`src/rtl/wm_pkg.sv`:
```
// Shared types and constants for the wake-mission step path.
// The count width is shared with the step counter.
package wm_pkg;

  localparam int WM_CNT_W          = 4;
  localparam int WM_TARGET_DEFAULT = 9;

  typedef enum logic [2:0] {
    WM_IDLE         = 3'd0,
    WM_CLEAR        = 3'd1,
    WM_WAIT_PRESS   = 3'd2,
    WM_ISSUE        = 3'd3,
    WM_REARM        = 3'd4,
    WM_WAIT_RELEASE = 3'd5,
    WM_DONE         = 3'd6
  } wm_state_t;

endpackage

```
`src/rtl/wm_idle_timer.sv`:
```
// Idle-cycle counter; expired is high on the last idle cycle.
// Only instantiated when WM_TIMEOUT_EN is defined.
module wm_idle_timer
  import wm_pkg::*;
#(
  parameter int CYCLES = 16
) (
  input  logic clk,
  input  logic reset,
  input  logic clr,
  input  logic en,
  output logic expired
);

  localparam int W = (CYCLES > 1) ? $clog2(CYCLES) : 1;
  localparam logic [W-1:0] LAST = W'(CYCLES - 1);

  logic [W-1:0] cnt_q, cnt_d;

  assign expired = en && (cnt_q == LAST);

  always_comb begin
    cnt_d = cnt_q;
    if (clr || expired) begin
      cnt_d = '0;
    end else if (en) begin
      cnt_d = cnt_q + 1'b1;
    end
  end

  always_ff @(posedge clk) begin
    if (reset) begin
      cnt_q <= '0;
    end else begin
      cnt_q <= cnt_d;
    end
  end

endmodule

```
`src/rtl/wm_step_issuer.sv`:
```
// Turns button presses into CE/count_stop step requests and reports done.
// Optional idle timeout enabled by WM_TIMEOUT_EN.
module wm_step_issuer
  import wm_pkg::*;
#(
  parameter int TARGET         = WM_TARGET_DEFAULT,
  parameter int TIMEOUT_CYCLES = 500_000_000
) (
  input  logic                clk,
  input  logic                reset,
  input  logic                arm,
  input  logic                btn,
  input  logic                thresh,
  output logic                CE,
  output logic                count_stop,
  output logic                cnt_clr,
  output logic                done,
  output logic [WM_CNT_W-1:0] remaining,
  output logic                timeout_pulse
);

  localparam logic [WM_CNT_W-1:0] TGT = WM_CNT_W'(TARGET);

  wm_state_t           state_q, state_d;
  logic [WM_CNT_W-1:0] shadow_q, shadow_d;
  logic [WM_CNT_W-1:0] remaining_q, remaining_d;
  logic                ce_q, ce_d;
  logic                cs_q, cs_d;
  logic                clr_q, clr_d;
  logic                done_q, done_d;
  logic                tp_q, tp_d;
  logic                expired;

`ifdef WM_TIMEOUT_EN
  wm_idle_timer #(
    .CYCLES(TIMEOUT_CYCLES)
  ) u_idle_timer (
    .clk    (clk),
    .reset  (reset),
    .clr    (state_q != WM_WAIT_PRESS),
    .en     (state_q == WM_WAIT_PRESS),
    .expired(expired)
  );
`else
  logic unused_timeout;
  assign unused_timeout = (TIMEOUT_CYCLES != 0);
  assign expired = 1'b0;
`endif

  always_comb begin
    state_d = state_q;
    tp_d    = 1'b0;
    unique case (state_q)
      WM_IDLE:         if (arm) state_d = WM_CLEAR;
      WM_CLEAR:        state_d = WM_WAIT_PRESS;
      WM_WAIT_PRESS: begin
        if (thresh) begin
          state_d = WM_DONE;
        end else if (btn) begin
          state_d = WM_ISSUE;
        end else if (expired) begin
          state_d = WM_CLEAR;
          tp_d    = 1'b1;
        end
      end
      WM_ISSUE:        state_d = WM_REARM;
      WM_REARM:        state_d = WM_WAIT_RELEASE;
      WM_WAIT_RELEASE: begin
        if (thresh) begin
          state_d = WM_DONE;
        end else if (!btn) begin
          state_d = WM_WAIT_PRESS;
        end
      end
      WM_DONE:         state_d = WM_DONE;
      default:         state_d = WM_IDLE;
    endcase
    // Abort overrides everything, including a same-cycle press or timeout
    if (!arm && state_q != WM_IDLE) begin
      state_d = WM_IDLE;
      tp_d    = 1'b0;
    end
  end

  always_comb begin
    shadow_d = shadow_q;
    if (state_q == WM_CLEAR) begin
      shadow_d = '0;
    end else if (state_q == WM_ISSUE && shadow_q != TGT) begin
      shadow_d = shadow_q + 1'b1;
    end
    remaining_d = TGT - shadow_d;
    ce_d        = (state_d == WM_ISSUE);
    cs_d        = (state_d == WM_REARM);
    clr_d       = (state_d == WM_CLEAR);
    done_d      = (state_d == WM_DONE);
  end

  always_ff @(posedge clk) begin
    if (reset) begin
      state_q     <= WM_IDLE;
      shadow_q    <= '0;
      remaining_q <= TGT;
      ce_q        <= 1'b0;
      cs_q        <= 1'b0;
      clr_q       <= 1'b0;
      done_q      <= 1'b0;
      tp_q        <= 1'b0;
    end else begin
      state_q     <= state_d;
      shadow_q    <= shadow_d;
      remaining_q <= remaining_d;
      ce_q        <= ce_d;
      cs_q        <= cs_d;
      clr_q       <= clr_d;
      done_q      <= done_d;
      tp_q        <= tp_d;
    end
  end

  assign CE            = ce_q;
  assign count_stop    = cs_q;
  assign cnt_clr       = clr_q;
  assign done          = done_q;
  assign remaining     = remaining_q;
  assign timeout_pulse = tp_q;

endmodule

```
`config.mk`:
```
export PLATFORM = sky130hd
export DESIGN_NAME = wm_step_issuer
export DESIGN_NICKNAME = d
export VERILOG_FILES = /design/src/rtl/wm_pkg.sv /design/src/rtl/wm_idle_timer.sv /design/src/rtl/wm_step_issuer.sv
export SDC_FILE = /design/constraint.sdc
export NUM_CORES = 1
export LEC_CHECK = 0
export CELL_PAD_IN_SITES_DETAIL_PLACEMENT = 0
export CELL_PAD_IN_SITES_GLOBAL_PLACEMENT = 1
export CORE_ASPECT_RATIO = 0.75
export CORE_MARGIN = 5
export CORE_UTILIZATION = 38
export CTS_BUF_LIST = sky130_fd_sc_hd__clkbuf_4
export CTS_CLUSTER_DIAMETER = 100
export CTS_CLUSTER_SIZE = 28
export DETAILED_ROUTE_END_ITERATION = 16
export HOLD_SLACK_MARGIN = 0.12
export MAX_ROUTING_LAYER = met4
export PLACE_DENSITY_LB_ADDON = 0.1
export SETUP_SLACK_MARGIN = 0.5
export SYNTH_ARGS = -nofsm -noshare
export SYNTH_HDL_FRONTEND = slang
export SYNTH_SLANG_ARGS = --single-unit
```
`constraint.sdc`:
```
create_clock -name clk -period 1.7 [get_ports clk]
set_input_delay 0.17 -clock clk [delete_from_list [all_inputs] [get_ports clk]]
set_output_delay 0.17 -clock clk [all_outputs]
set_load 0.02 [all_outputs]
```
==> flow_metrics.py, run 1 <==
metrics = {
    "grt": {
        "grt_pass1_wl_um": 2035,
        "grt_max_degree": 10,
        "gr-usage-all-layers": 0.1082,
        "grt_antenna_before_repair": 0,
        "overflow": 0,
        "grt_pass1_vias": 478,
    },
    "worst_hold_path": {
        "hold_class": "input port to flip-flop",
        "holdCritStartpoint": "thresh",
    },
    "synth": {
        "yosysWarnings": 0,
        "syn-num-nets": 78,
        "syn_area_um2": 663.1,
        "synth_cell_types": 29,
        "yosysSeqAreaShare": 0.4226,
        "synth-edff-count": 0,
        "synth-seq-cells": 14,
        "synth_ff_type": "dfxtp_1",
        "synthArstFlopShare": 0,
        "syn_inst": 70,
        "syn_area_per_cell_um2": 9.473,
    },
    "die": {
        "die-area_um2": 2689,
        "rows": 13,
        "pin_count": 14,
        "start_util": 0.3920,
        "die_x_um": 58.24,
        "die_h_um": 46.18,
        "coreArea_um2": 1692,
    },
    "cts": {
        "clock_sinks": 14,
        "htree_levels": 1,
        "cts_buffers": 3,
        "root_buffer": "clkbuf_4",
        "hold_buffers": 0,
        "cts_tree": "built",
        "clk_path_buf_depth": 2,
        "clk_latency_ns": 0.28,
        "path_clk_slew_ns": 0.09,
    },
    "route": {
        "vias": 538,
        "drtIter0Drc": 8,
        "post-route-drc-count": 0,
        "first_pass_iters": 4,
        "wl_per_cell_um": 11.95,
        "viasPerCell": 4.847,
        "totalWireLength_um": 1327,
        "ant_nets": 0,
    },
    "sta": {
        "hold_viol_final": 0,
        "layout_min_cycle_time_ns": 1.609,
        "final_max_slew_viol_count": 0,
        "fin_skew_ns": 0.004749,
        "fin_crit_sh": 0.9462,
        "fin_setup_tns_ns": 0,
        "grt_setup_unrepaired": "yes",
        "fmax_mhz": 621.7,
        "hold_ws_ns": 0.2625,
        "finalSetupViolations": 0,
    },
    "finish": {
        "fin_util": 0.5518,
        "diodes": 0,
        "nNetsFinal": 98,
        "fillerInstances": 154,
        "area_delta_synth_final_pct": 40.75,
        "mostFrequentLayoutCells": "9 x dfxtp_1, 7 x dlygate4sd2_1, 7 x buf_4",
        "final_common_cell": "dfxtp_1",
        "drive_gt1_frac": 0.3483,
        "stdcell_count": 111,
    },
    "power": {
        "fin_total_pwr_mw": 0.5811,
        "power_density_nw_per_um2": 622.5,
        "power.leakage_nw": 0.3842,
        "ir_drop_v": 0.0005725,
    },
    "placement": {
        "placed_cells": 102,
        "place_congestion": 0.7488,
        "port_buffers": 12,
        "dp_hpwl_um": 857.5,
    },
    "worst_setup_path": {
        "max_stage_delay_ns": 0.33,
        "r2r-start": "shadow_q[1]",
        "slowest_stage": "dfxtp_2",
        "cp_max_fo": 2,
        "startpoint": "shadow_q[1]",
        "critPathRequiredTime_ns": 1.91,
        "crit_path_frequent_cell": "ha_4",
        "path_class": "flip-flop to flip-flop",
        "worstPathCellList": "inv_2 -> ha_4 -> nand2_4 -> o21ai_4 -> mux2i_2 -> nand2_1 -> ha_4 -> nor2b_4 -> mux2i_1",
        "crit_path_end_kind": "flip-flop",
        "critPathLaunchType": "flip-flop",
        "arrival_ns": 1.81,
    },
    "run_status": {
        "status": "completed",
    },
    "run": {
        "drv_cap": 0,
    },
}
## metal layers
layer | share of wire | GRT usage
met1 | 0.46 | 0.1215
met4 | 0.021 | 0.02778
met2 | 0.46 | 0.1757
met5 | 0 | -
met3 | 0.066 | 0.05042
## synthesized netlist by cell type (all sizes together), types with 2 or more instances
library cell	number	share of area
dfxtp	14	0.42
nor2	6	0.034
buf	5	0.062
nand2	5	0.028
nand2b	4	0.038
nor2b	4	0.038
ha	3	0.057
mux2i	3	0.045
a21oi	2	0.015
inv	2	0.011
nand3b	2	0.023
nor4	2	0.019
o21ai	2	0.021
or2	2	0.019
xnor2	2	0.026
## repair_timing
action / CTS / global route
pin swaps: 1 / 1
buffers inserted: 4 / 1
endpoints found under the hold margin: 0 / 0
gates resized for setup: 15 / 12
endpoints found under the setup margin: 15 / 8
## logic make-up (layout without fill, tap and decap cells)
family,after synthesis,after routing,synth area share
muxes,3,3,0.04528
AOI/OAI and AO/OA,10,10,0.1076
DFF,14,14,0.4226
buffers and inverters,7,26,0.07359
and+or+nand+nor,29,29,0.2490
other,1,1,0.005655
xor gates and xnor gates,3,3,0.03963
adders and majority gates,3,3,0.05661
## layout make-up
cell class | count | area, um2 | share of cell area
Clock buffer | 3 | 22.52 | 0.02413
Clock inverter | 1 | 3.754 | 0.004021
Inverter | 2 | 7.507 | 0.008043
Multi-Input combinational cell | 49 | 404.1 | 0.4330
Sequential cell | 14 | 289.0 | 0.3097
Tap cell | 22 | 27.53 | 0.02949
Timing Repair Buffer | 20 | 178.9 | 0.1917
## state kept, by name, indices dropped and copies added (netlist names)
name	count
shadow_q	4
remaining	3
state_q	3
CE	1
cnt_clr	1
count_stop	1
done	1
## worst max-delay path: cells and delay by family, from the launching register on
kind                     cells  cell delay (ns)
multiplexers                 2             0.38
flip-flops                   1             0.33
adder cells (fa/ha/maj)      2             0.31
AND/OR/NAND/NOR              3             0.29
AO/OA/AOI/OAI                1             0.16
buffers and inverters        1             0.07
## where the power goes
group | internal (mW) | switching, mW | total [mW]
registers | 0.331 | 0.00416 | 0.336
clock network | 0.0850 | 0.107 | 0.192
logic | 0.0268 | 0.0269 | 0.0537
total | 0.443 | 0.138 | 0.581
## stage by stage
step | area [um2] | setup slack, ns
floorplan | 683.2 | 0.2346
global placement | 812.0 | 0.08857
detailed placement | 812.0 | 0.08145
CTS | 875.8 | 0.1206
global route | 933.4 | -0.02175
finish | 933.4 | 0.09142
## worst paths after layout
path / endpoint / cells after the start / slack, ns
worst min register to register: cnt_clr / 1 / 0.48
worst max-delay path: remaining[3] / 9 / 0.09
worst max register to register: remaining[3] / 9 / 0.09
worst min-delay path: done / 3 / 0.26
Power figures use the tool's default switching activity.
==> run 2, diff against run 1 <==
HOLD_SLACK_MARGIN = 0.02   (was 0.12)
SLEW_MARGIN = 20   (was default)
==> results of run 2 <==
Final layout, timing and power as in run 1 (identical DEF).
